==> config.mk <==
export PLATFORM = sky130hd
export DESIGN_NAME = instr_fetch_decode
export DESIGN_NICKNAME = d
export VERILOG_FILES = /design/src/rtl/instr_fetch_decode.sv
export SDC_FILE = /design/constraint.sdc
export NUM_CORES = 1
export LEC_CHECK = 0
export ABC_AREA = 1
export BUFFER_PORTS_ARGS = -buffer_cell sky130_fd_sc_hd__buf_4
export CAP_MARGIN = 0
export CORE_ASPECT_RATIO = 1.5
export CORE_MARGIN = 1
export CORE_UTILIZATION = 40
export DETAILED_ROUTE_END_ITERATION = 6
export GPL_TIMING_DRIVEN = 0
export PLACE_DENSITY = 0.76
export REMOVE_ABC_BUFFERS = 1
export SYNTH_ARGS = -nofsm -noshare
export SYNTH_HDL_FRONTEND = slang
export SYNTH_SLANG_ARGS = --single-unit
==> constraint.sdc <==
create_clock -name clk2 -period 1.45 [get_ports clk2]
set_input_delay 0.0725 -clock clk2 [delete_from_list [all_inputs] [get_ports clk2]]
set_output_delay 0.0725 -clock clk2 [all_outputs]
set_load 0.01 [all_outputs]
==> src/rtl/instr_fetch_decode.sv <==
// Instruction fetch/decode stage feeding the next-PC unit: registers the word at index_in
// and decodes branch/jump controls; counts retired fetches and raises a sticky halt.
module instr_fetch_decode #(
    parameter int unsigned IMEM_AW   = 5,
    parameter int unsigned MAX_INDEX = 20
) (
    input  logic               clk2,
    input  logic               rst_n,
    input  logic [31:0]        index_in,
    input  logic [31:0]        imem_rdata,
    input  logic [31:0]        rs_data,
    input  logic [31:0]        rt_data,
    output logic [IMEM_AW-1:0] imem_addr,
    output logic [31:0]        instr,
    output logic               instr_valid,
    output logic [4:0]         rs,
    output logic [4:0]         rt,
    output logic [4:0]         rd,
    output logic               branch,
    output logic               jumpp,
    output logic [31:0]        SignExtImm,
    output logic [25:0]        jumpAdress,
    output logic [31:0]        retired,
    output logic               halt
);

    typedef enum logic [1:0] {StReset, StRun, StHalt} state_e;

    localparam logic [31:0] IndexNone = 32'hFFFF_FFFF;
    localparam logic [5:0]  OpBeq     = 6'h04;
    localparam logic [5:0]  OpBne     = 6'h05;
    localparam logic [5:0]  OpJ       = 6'h02;

    state_e      state_q, state_d;
    logic [31:0] instr_q, instr_d;
    logic        valid_q, valid_d;
    logic [31:0] retired_q, retired_d;
    logic        halt_q, halt_d;

    always_ff @(posedge clk2 or negedge rst_n) begin
        if (!rst_n) begin
            state_q   <= StReset;
            instr_q   <= 32'h0;
            valid_q   <= 1'b0;
            retired_q <= 32'h0;
            halt_q    <= 1'b0;
        end else begin
            state_q   <= state_d;
            instr_q   <= instr_d;
            valid_q   <= valid_d;
            retired_q <= retired_d;
            halt_q    <= halt_d;
        end
    end

    // Anything other than a real fetch leaves a NOP in the instruction register.
    always_comb begin
        state_d   = state_q;
        instr_d   = 32'h0;
        valid_d   = 1'b0;
        retired_d = retired_q;
        halt_d    = halt_q;
        case (state_q)
            StReset: state_d = StRun;
            StRun: begin
                if (index_in == IndexNone) begin
                    state_d = StRun;
                end else if (index_in > MAX_INDEX) begin
                    state_d = StHalt;
                    halt_d  = 1'b1;
                end else begin
                    instr_d   = imem_rdata;
                    valid_d   = 1'b1;
                    retired_d = retired_q + 32'd1;
                end
            end
            StHalt:  state_d = StHalt;
            default: state_d = StReset;
        endcase
    end

    assign imem_addr   = index_in[IMEM_AW-1:0];
    assign instr       = instr_q;
    assign instr_valid = valid_q;
    assign retired     = retired_q;
    assign halt        = halt_q;
    assign rs          = instr_q[25:21];
    assign rt          = instr_q[20:16];
    assign rd          = instr_q[15:11];

    always_comb begin
        branch     = 1'b0;
        jumpp      = 1'b0;
        SignExtImm = 32'h0;
        jumpAdress = 26'h0;
        if (valid_q) begin
            SignExtImm = {{16{instr_q[15]}}, instr_q[15:0]};
            jumpAdress = instr_q[25:0];
            case (instr_q[31:26])
                OpBeq:   branch = (rs_data == rt_data);
                OpBne:   branch = (rs_data != rt_data);
                OpJ:     jumpp  = 1'b1;
                default: ;
            endcase
        end
    end

endmodule

==> impl_metrics.yaml, run 1 <==
run_status:
  status: "finished with violations"
  violations: "negative setup slack"
floorplanning:
  dieArea_mm2: 0.01215
  die_w_um: 90.34
  io_pins: 276
  start_util_pct: 40.82
  rows: 48
  die_y_um: 134.5
  core_area_mm2: 0.01147
timing:
  rsz0062_at_grt: "yes"
  timing.hold.ws_ns: 0.3104
  period_share_pct: 104.7
  max_freq_ghz: 0.6587
  worstMarginPinSlew_ns: 0.8888
  final_hold_viol_count: 0
  setup_slack_ns: -0.06812
  setup_violations: 1
  skew_ns: 0.004879
  fin_crit_ns: 1.518
  tns_ns: -0.06812
  final-max-slew-violation-count: 0
  slew_headroom_pct: 40.75
worst_setup_path:
  required_ns: 1.67
  crit_buf_inv: 1
  critPathKind: "flip-flop to flip-flop"
  end_kind: "flip-flop"
  endpoint: "retired[28]"
  start_kind: "flip-flop"
  reg2reg_to: "retired[28]"
  r2r_slack_ns: -0.07
  crit_arrival_ns: 1.73
  path_depth: 8
  startpoint: "retired[8]"
  cpMostUsedCell: "nand2_1"
  cpLargestDelayFamily: "simple AND/OR/NAND/NOR gates"
  r2r_cells: 8
  critPathMaxStageDelay_ns: 0.44
  crit_slowest_cell: "dfrtp_1"
  cp_max_fo: 4
  crit_chain: "inv_2, nor3_4, nand2_2, nor2_2, nand2_1, xnor2_1, nand2_1, nand2_1"
  rr_startpoint: "retired[8]"
layout:
  layout.cells.non_filler: 1151
  area_delta_synth_final_pct: 65.13
  nets: 1126
  drive_gt1_share_pct: 41.14
  final_core_util_pct: 67.40
synthesis:
  avgSynthCellArea_um2: 6.689
  syn_inst: 700
  yosys_warnings: 0
  async_reset_ff_share_pct: 100.0
  yosysUniqueCellTypes: 25
  synth-seq-cells: 68
  synthTopCellsByArea: "dfrtp_1, nand2_1, inv_1"
  ys_seq_area_share_pct: 36.34
  synth_top_area_share_pct: 36.34
  yosys.area.top_type: "dfrtp_1"
  netlist_area_mm2: 0.004682
  synthFlopType: "dfrtp_1"
  synth_edf_count: 0
power:
  p_switching_w: 0.001037
  powerDensity_mw_per_mm2: 601.2
  vdd_drop_max_v: 0.0005098
  p_total_w: 0.004648
  p_comb_share_pct: 13.0
  intPower_w: 0.003611
  seqPwrFrac_pct: 41.4
  switching_share_pct: 22.32
  p_leak_nw: 4.433
  clockPowerShare_pct: 45.7
clock_tree:
  ctsRootBufferMaster: "clkbuf_16"
  cts_buffers: 9
  htreeDepth: 3
  cts_tree: "yes"
  clk_latency_ns: 0.33
  cts_max_path_buffers: 2
  clk_pin_slew_ns: 0.06
  numClockSinks: 68
global_route:
  overflow: 0
  antenna_found_initial: 3
  track_usage_pct: 27.74
  first_global_vias: 5143
  grt_pass1_wl_um: 25810
  grt_max_degree: 69
worst_hold_path:
  hp-start: "index_in[4]"
  worstHoldPathType: "input port to flip-flop"
routing:
  first_pass_iters: 5
  wire_per_inst_um: 15.37
  postRouteAntennaNets: 0
  vias_per_cell: 4.677
  dr_total_vias: 5383
  drcViolationCount: 0
  drt_iter0_drc: 292
  routed_wl_um: 17690
placed_design:
  portBuffers: 275
  dp_cells: 1061
  place_congestion: 0.9209
  dp_hpwl_um: 12060
job:
  cap_viol_max_count: 0
final cells by class:
cell class,instances,area (µm²)
fill,962,3740
timing repair buffer,343,2705
multi-input combinational,451,2332
sequential,68,1730
inverter,119,459.2
clock buffer,14,284.0
tap,150,187.7
timing repair inverter,3,22.52
clock inverter,1,5.005
antenna,2,5.005
repair_timing:
item | 4_1_cts | 5_1_grt
setup endpoints to repair | 126 | 64
pin swaps | 4 | 20
resized for setup | 33 | 66
setup buffers | 14 | 21
hold buffers | 33 | 0
cloned | 3 | 2
hold endpoints to repair | 100 | 0
Yosys cell counts, types with 3 or more instances:
| library cell | number |
|---|---|
| clkbuf_1 | 3 |
| nand2_1 | 252 |
| buf_2 | 3 |
| nand4_1 | 17 |
| xnor2_1 | 32 |
| dfrtp_1 | 68 |
| nor2_1 | 102 |
| inv_1 | 118 |
| buf_4 | 52 |
| xor2_1 | 12 |
| nor3_1 | 10 |
| nand3_2 | 3 |
| buf_6 | 6 |
| o21ai_2 | 3 |
| nor2_2 | 4 |
| nand3_1 | 4 |
state kept, by name, indices dropped and copies added (netlist names):
register     cells
halt             1
instr           32
instr_valid      1
retired         32
state_q          2
placed cells by master (no fill, tap or decap), drive strengths merged:
cell / count
a21oi: 1
a31oi: 1
buf: 310
clkbuf: 14
clkinv: 1
clkinvlp: 5
dfrtp: 68
diode: 2
dlygate4sd3: 33
ha: 1
inv: 117
nand2: 254
nand3: 8
nand3b: 1
nand4: 19
nor2: 107
nor3: 10
o21ai: 5
xnor2: 32
xor2: 12
how the worst min path moves through the flow:
stage | endpoint | slack [ns] | cells after the start
after detailed placement | retired[27] | 0.25 | 1
after CTS | state_q[0] | 0.27 | 6
after global routing | imem_addr[1] | 0.35 | 2
after floorplan | halt | -0.22 | 0
after global placement | retired[27] | 0.25 | 1
final | retired[25] | 0.31 | 7
metal layers:
metal / vias to the layer above / share of wire (%) / GRT usage (%)
met1: 2460 / 35 / 29.56
met2: 273 / 52 / 49.79
met3: 46 / 8.6 / 7.883
met5: - / 0.073 / 0
met4: 2 / 3.9 / 14.16
li1: 2602 / - / -
kinds of logic (layout without fill, tap and decap cells):
group                      after synthesis  after routing  synth area share [%]
AOI/OAI and AO/OA                        7              7                 1.016
buffers and inverters                  183            480                 19.88
other                                    0              2                     0
adders and majority gates                1              1                0.2672
DFF                                     68             68                 36.34
xor gates and xnor gates                44             44                 8.231
and+or+nand+nor                        397            399                 34.26
power groups by stage:
stage	registers, W	clock network (W)	logic [W]
5_1_grt	0.00192	0.00223	0.000667
3_3_place_gp	0.00195	0	0.000516
6_report	0.00192	0.00212	0.000603
2_1_floorplan	0.00195	0	0.000151
4_1_cts	0.00192	0.00214	0.000607
3_5_place_dp	0.00195	0	0.000527
metrics by stage:
step | cell area (µm²) | worst slack [ns]
after floorplan | 4198 | -0.5191
after global placement | 6450 | -0.9604
after detailed placement | 6450 | -0.9268
after CTS | 7336 | -0.01677
after global routing | 7731 | -0.09763
final | 7731 | -0.06812
worst min-delay path: cells and delay by family:
kind                   cells  cell delay [ns]
AND/OR/NAND/NOR            5             0.35
buffers and inverters      2             0.19
(Power assumes the default switching activity.)
==> inputs of run 2 (changes only) <==
--- a/config.mk
+++ b/config.mk
@@ -8,12 +8,11 @@
 export ABC_AREA = 1
 export BUFFER_PORTS_ARGS = -buffer_cell sky130_fd_sc_hd__buf_4
 export CAP_MARGIN = 0
-export CORE_ASPECT_RATIO = 1.5
-export CORE_MARGIN = 1
-export CORE_UTILIZATION = 40
+export CORE_AREA = 2 2 109 111
 export DETAILED_ROUTE_END_ITERATION = 6
+export DIE_AREA = 0 0 111 113
 export GPL_TIMING_DRIVEN = 0
-export PLACE_DENSITY = 0.76
+export PLACE_DENSITY = 0.75
 export REMOVE_ABC_BUFFERS = 1
 export SYNTH_ARGS = -nofsm -noshare
 export SYNTH_HDL_FRONTEND = slang
==> constraint.sdc (replaced) <==
create_clock -name clk2 -period 1.5 [get_ports clk2]
set_input_delay 0.075 -clock clk2 [delete_from_list [all_inputs] [get_ports clk2]]
set_output_delay 0.075 -clock clk2 [all_outputs]
set_load 0.01 [all_outputs]
==> run 2 against run 1 <==
The flow still finishes with violations (negative setup slack). Global-route usage fell by 3.6 points. Non-clock buffer count down 9. Register-to-register slack better by 0.06 ns. Wire length is 11% lower. Hold slack got worse by 0.039 ns. Sequential power shrank 3%. Die area grew 3.2%. Final area fell by 2.5%. Total power down 1.8%. Setup slack better by 0.056 ns. Combinational power shrank 5.0%. Critical path type unchanged. Largest cell class unchanged.
==> impl_metrics.yaml, run 2 (synthesis gave the netlist of run 1 again) <==
worst_setup_path:
  end_kind: "flip-flop"
  cpMostUsedCell: "nand2_1"
  r2r_slack_ns: -0.01
  critPathMaxStageDelay_ns: 0.42
  critPathKind: "flip-flop to flip-flop"
  required_ns: 1.76
  crit_slowest_cell: "dfrtp_1"
  crit_arrival_ns: 1.77
  crit_chain: "nand2_1, nor2_2, nand2_2, nor3_4, buf_4, xor2_1, nand2_1, nand2_1"
  cp_max_fo: 4
  start_kind: "flip-flop"
worst_hold_path:
  worstHoldPathType: "input port to flip-flop"
floorplanning:
  dieArea_mm2: 0.01254
  die_y_um: 113
  rows: 39
  core_area_mm2: 0.01127
  io_pins: 276
  start_util_pct: 41.54
  die_w_um: 111
timing:
  rsz0062_at_grt: "yes"
  fin_crit_ns: 1.513
  worstMarginPinSlew_ns: 0.8694
  setup_slack_ns: -0.01253
  max_freq_ghz: 0.6611
  setup_violations: 1
  final_hold_viol_count: 0
  skew_ns: 0.009890
  period_share_pct: 100.8
  slew_headroom_pct: 42.04
  final-max-slew-violation-count: 0
placed_design:
  place_congestion: 0.8757
  portBuffers: 275
  dp_slack_ns: -0.8406
  dp_hpwl_um: 10760
clock_tree:
  cts_buffers: 9
  clk_pin_slew_ns: 0.05
  clk_latency_ns: 0.33
  cts_max_path_buffers: 2
  htreeDepth: 3
  numClockSinks: 68
  cts_tree: "yes"
  ctsRootBufferMaster: "clkbuf_16"
layout:
  final_cell_mix: "buf_4, nand2_1, inv_1"
  area_delta_synth_final_pct: 61.01
  fill_cells: 993
  nets: 1114
  drive_gt1_share_pct: 38.36
  final_common_cell: "buf_4"
  final_core_util_pct: 66.88
  n_antenna_cell: 0
routing:
  dr_total_vias: 5130
  postRouteAntennaNets: 0
  highest_layer: "met4"
  wire_per_inst_um: 13.98
  drt-met1-wl_um: 6266
  drcViolationCount: 0
  vias_per_cell: 4.536
  first_pass_iters: 4
  routed_wl_um: 15810
  drt_iter0_drc: 320
  route.met3.wl_um: 969
  wl_met2_um: 8302
power:
  powerDensity_mw_per_mm2: 605.7
  vdd_drop_max_v: 0.0007626
  p_leak_nw: 4.304
run_status:
  status: "finished with violations"
  violations: "negative setup slack"
job:
  cap_viol_max_count: 0
global_route:
  grt_max_degree: 69
  grt_pass1_wl_um: 24360
  overflow: 0
  first_global_vias: 4931
  antenna_found_initial: 0
  track_usage_pct: 24.13
## run 2: stage by stage
step / TNS, ns / total power [W] / instances / hold slack [ns] / area (µm²)
after detailed placement: -42.66 / 0.002387 / 1054 / 0.2509 / 6441
after CTS: 0 / 0.004593 / 1114 / 0.2728 / 7287
after global placement: -40.04 / 0.002376 / 1054 / 0.2451 / 6441
after global routing: -1.042 / 0.004755 / 1131 / 0.3011 / 7538
final: -0.01253 / 0.004566 / 1131 / 0.2716 / 7538
after floorplan: -13.61 / 0.002031 / 636 / -0.2206 / 4198
## run 2: layout make-up
cell class | instances | area [µm²] | share of cell area [%]
Clock buffer | 12 | 256.5 | 3.402
Inverter | 119 | 457.9 | 6.075
Tap cell | 143 | 178.9 | 2.373
Timing Repair Buffer | 334 | 2626 | 34.84
Multi-Input combinational cell | 451 | 2241 | 29.73
Clock inverter | 4 | 47.55 | 0.6307
Sequential cell | 68 | 1730 | 22.95
## run 2: worst paths after layout
check / cells after the start / from / to
setup reg to reg: 8 / retired[8] / retired[13]
setup / recovery: 8 / retired[8] / retired[13]
max in group asynchronous: 2 / rst_n / instr_valid
hold / removal: 6 / index_in[4] / state_q[0]
hold reg to reg: 1 / state_q[0] / state_q[0]
min in group asynchronous: 2 / rst_n / retired[23]
## run 2: worst max-delay path, delay by kind of cell (launching register included)
family | cells | cell delay, ns
simple gates | 6 | 0.75
xor+xnor | 1 | 0.13
buf+inv | 1 | 0.14
flops | 1 | 0.42
## run 2: layer usage
layer	global-route usage [%]	vias to the layer above
li1	-	2573
met1	30.01	2324
met2	43.15	210
met3	4.499	23
met4	6.667	0
met5	0	-
## run 2: report_power, final
group	switching (W)	total, W	internal [W]
clock network	0.000762	0.00213	0.00137
logic	0.000217	0.000573	0.000356
registers	0.0000133	0.00186	0.00185
total	0.000993	0.00457	0.00357
## run 2: what timing repair did
item,4_1_cts,5_1_grt
hold endpoints to repair,100,0
gates cloned,2,0
hold buffers,33,0
setup endpoints to repair,126,24
setup buffers,9,17
resized for setup,24,40
pin swaps,2,13
==> inputs of run 3 (changes only) <==
--- a/config.mk
+++ b/config.mk
@@ -5,14 +5,13 @@
 export SDC_FILE = /design/constraint.sdc
 export NUM_CORES = 1
 export LEC_CHECK = 0
-export ABC_AREA = 1
 export BUFFER_PORTS_ARGS = -buffer_cell sky130_fd_sc_hd__buf_4
 export CAP_MARGIN = 0
-export CORE_AREA = 2 2 109 111
+export CORE_AREA = 2 2 106 108
 export DETAILED_ROUTE_END_ITERATION = 6
-export DIE_AREA = 0 0 111 113
+export DIE_AREA = 0 0 108 110
 export GPL_TIMING_DRIVEN = 0
-export PLACE_DENSITY = 0.75
+export PLACE_DENSITY = 0.71
 export REMOVE_ABC_BUFFERS = 1
 export SYNTH_ARGS = -nofsm -noshare
 export SYNTH_HDL_FRONTEND = slang
==> run 3 against run 2 <==
The run still ends with negative setup slack left. Sequential power hardly changed. Clock power down 32%. Setup slack worse by 0.30 ns. Hold slack lost 0.023 ns. Critical path depth fell by 1. Core utilization grew 0.22 points. Die area fell by 5.3%. Critical path type is now input port to output port. Via count fell by 20%. Highest routed layer unchanged. Clock-buffer cell count decreased by 1.
==> impl_metrics.yaml, run 3 <==
run_status:
  status: "finished with violations"
  violations: "negative setup slack"
worst_setup_path:
  start_kind: "input port"
  cp_max_fo: 2
  critPathMaxStageDelay_ns: 0.46
  cpMostUsedCell: "buf_4"
  crit_slowest_cell: "or4_4"
  critPathKind: "input port to output port"
  crit_chain: "buf_4, xor2_1, nor4_2, nand4_1, or4_4, a2111oi_4, buf_4"
  required_ns: 1.42
  end_kind: "output port"
  crit_arrival_ns: 1.74
placed_design:
  place_congestion: 0.8844
  dp_hpwl_um: 9955
  dp_cells: 737
  dp_slack_ns: -0.6778
  portBuffers: 275
global_route:
  overflow: 0
  first_global_vias: 3834
  grt_pass1_wl_um: 19990
  grt_max_degree: 69
  track_usage_pct: 21.84
  antenna_found_initial: 0
worst_hold_path:
  worstHoldPathType: "input port to flip-flop"
power:
  p_leak_nw: 3.649
  vdd_drop_max_v: 0.0005052
  p_total_w: 0.003873
  powerDensity_mw_per_mm2: 539.6
clock_tree:
  htreeDepth: 3
  cts_buffers: 9
  cts_tree: "yes"
  clk_latency_ns: 0.33
  numClockSinks: 68
  cts_max_path_buffers: 2
  clk_pin_slew_ns: 0.07
  ctsRootBufferMaster: "clkbuf_8"
routing:
  drt_iter0_drc: 173
  postRouteAntennaNets: 0
  dr_total_vias: 4087
  routed_wl_um: 14940
  vias_per_cell: 4.871
  wire_per_inst_um: 17.80
  first_pass_iters: 4
  drcViolationCount: 0
timing:
  final-max-slew-violation-count: 0
  period_share_pct: 121.1
  final_hold_viol_count: 0
  worstMarginPinSlew_ns: 0.8634
  fin_crit_ns: 1.817
  setup_violations: 7
  skew_ns: 0.01093
  slew_headroom_pct: 42.44
  setup_slack_ns: -0.3169
  rsz0062_at_grt: "yes"
  max_freq_ghz: 0.5504
synthesis:
  synth_top_area_share_pct: 44.24
  yosysMostFrequentCell: "dfrtp_1"
  yosys_warnings: 0
  synth_common_cells: "dfrtp_1, buf_4, and3_1"
  async_reset_ff_share_pct: 100.0
  synth-seq-cells: 68
  netlist_area_mm2: 0.003846
  syn_inst: 385
  ys_seq_area_share_pct: 44.24
  yosysUniqueCellTypes: 30
  avgSynthCellArea_um2: 9.990
  synthFlopType: "dfrtp_1"
  synthTopCellsByArea: "dfrtp_1, buf_4, xor2_1"
  synth_edf_count: 0
  yosys.area.top_type: "dfrtp_1"
layout:
  drive_gt1_share_pct: 59.66
  nets: 825
  layout.cells.non_filler: 839
  area_delta_synth_final_pct: 86.63
  n_antenna_cell: 0
  fill_cells: 836
  final_cell_mix: "buf_4, dfrtp_1, buf_6"
  final_core_util_pct: 67.10
  final_common_cell: "buf_4"
floorplanning:
  rows: 38
  die_y_um: 110
  core_area_mm2: 0.01070
  dieArea_mm2: 0.01188
  io_pins: 276
  start_util_pct: 35.95
  die_w_um: 108
job:
  cap_viol_max_count: 0
run 3: path summary, 6_finish.rpt:
check                      slack [ns]         from  depth (start not counted)          end
max reg2reg                     -0.07   retired[9]                          6  retired[26]
min                              0.25  index_in[4]                          5   retired[5]
min in group asynchronous        0.38        rst_n                          2  retired[16]
min reg2reg                      0.47         halt                          1         halt
max in group asynchronous        0.46        rst_n                          2  instr_valid
max                             -0.32   rt_data[8]                          7       branch
run 3: cell families (layout without fill, tap and decap cells):
family | after synthesis | after routing | synth area share, %
buf+inv | 71 | 385 | 12.13
fa+ha+maj | 1 | 1 | 0.3253
simple gates | 174 | 174 | 27.23
xor+xnor | 63 | 63 | 14.35
flops | 68 | 68 | 44.24
mux | 1 | 1 | 0.2928
compound gates | 7 | 7 | 1.431
run 3: report_power, final:
part	internal (W)	total (W)	switching (W)	leakage, nW
Sequential	0.00185	0.00187	0.0000185	0.928
Clock	0.000761	0.00144	0.000678	0.0931
Combinational	0.000349	0.000564	0.000214	2.63
Total	0.00296	0.00387	0.000911	3.65
run 3: area by class of cell:
| type | count | area [µm²] | area share (%) |
|---|---|---|---|
| Tap cell | 140 | 175.2 | 2.440 |
| Timing Repair Buffer | 365 | 3119 | 43.45 |
| Sequential cell | 68 | 1713 | 23.86 |
| Multi-Input combinational cell | 246 | 1972 | 27.47 |
| Clock inverter | 5 | 52.55 | 0.7321 |
| Inverter | 4 | 15.01 | 0.2092 |
| Clock buffer | 11 | 131.4 | 1.830 |
run 3: timing repair:
action	4_1_cts	5_1_grt
resized for setup	52	72
pin swaps	34	33
setup buffers	22	27
endpoints found under the hold margin	100	0
hold buffers	33	0
setup endpoints to repair	126	51
cloned	1	3
run 3: metal layers:
layer	global-route usage, %	part of all wire [%]
met1	26.26	38
met2	38.77	54
met3	5.644	6.0
met4	6.136	2.1
met5	0	0
run 3: critical path, delay by kind of cell:
family	cells	cell delay, ns
AO/OA/AOI/OAI	1	0.30
XOR/XNOR	1	0.14
buffers and inverters	2	0.29
AND/OR/NAND/NOR	3	0.94
run 3: through the flow:
stage / cell area (µm²) / setup TNS (ns) / hold slack, ns
floorplan: 3395 / -168.16 / -0.2206
global placement: 5634 / -314.08 / 0.2342
detailed placement: 5727 / -35.42 / 0.2488
CTS: 6644 / -0.5842 / 0.2182
global route: 7178 / -2.140 / 0.2432
finish: 7178 / -0.6987 / 0.2483
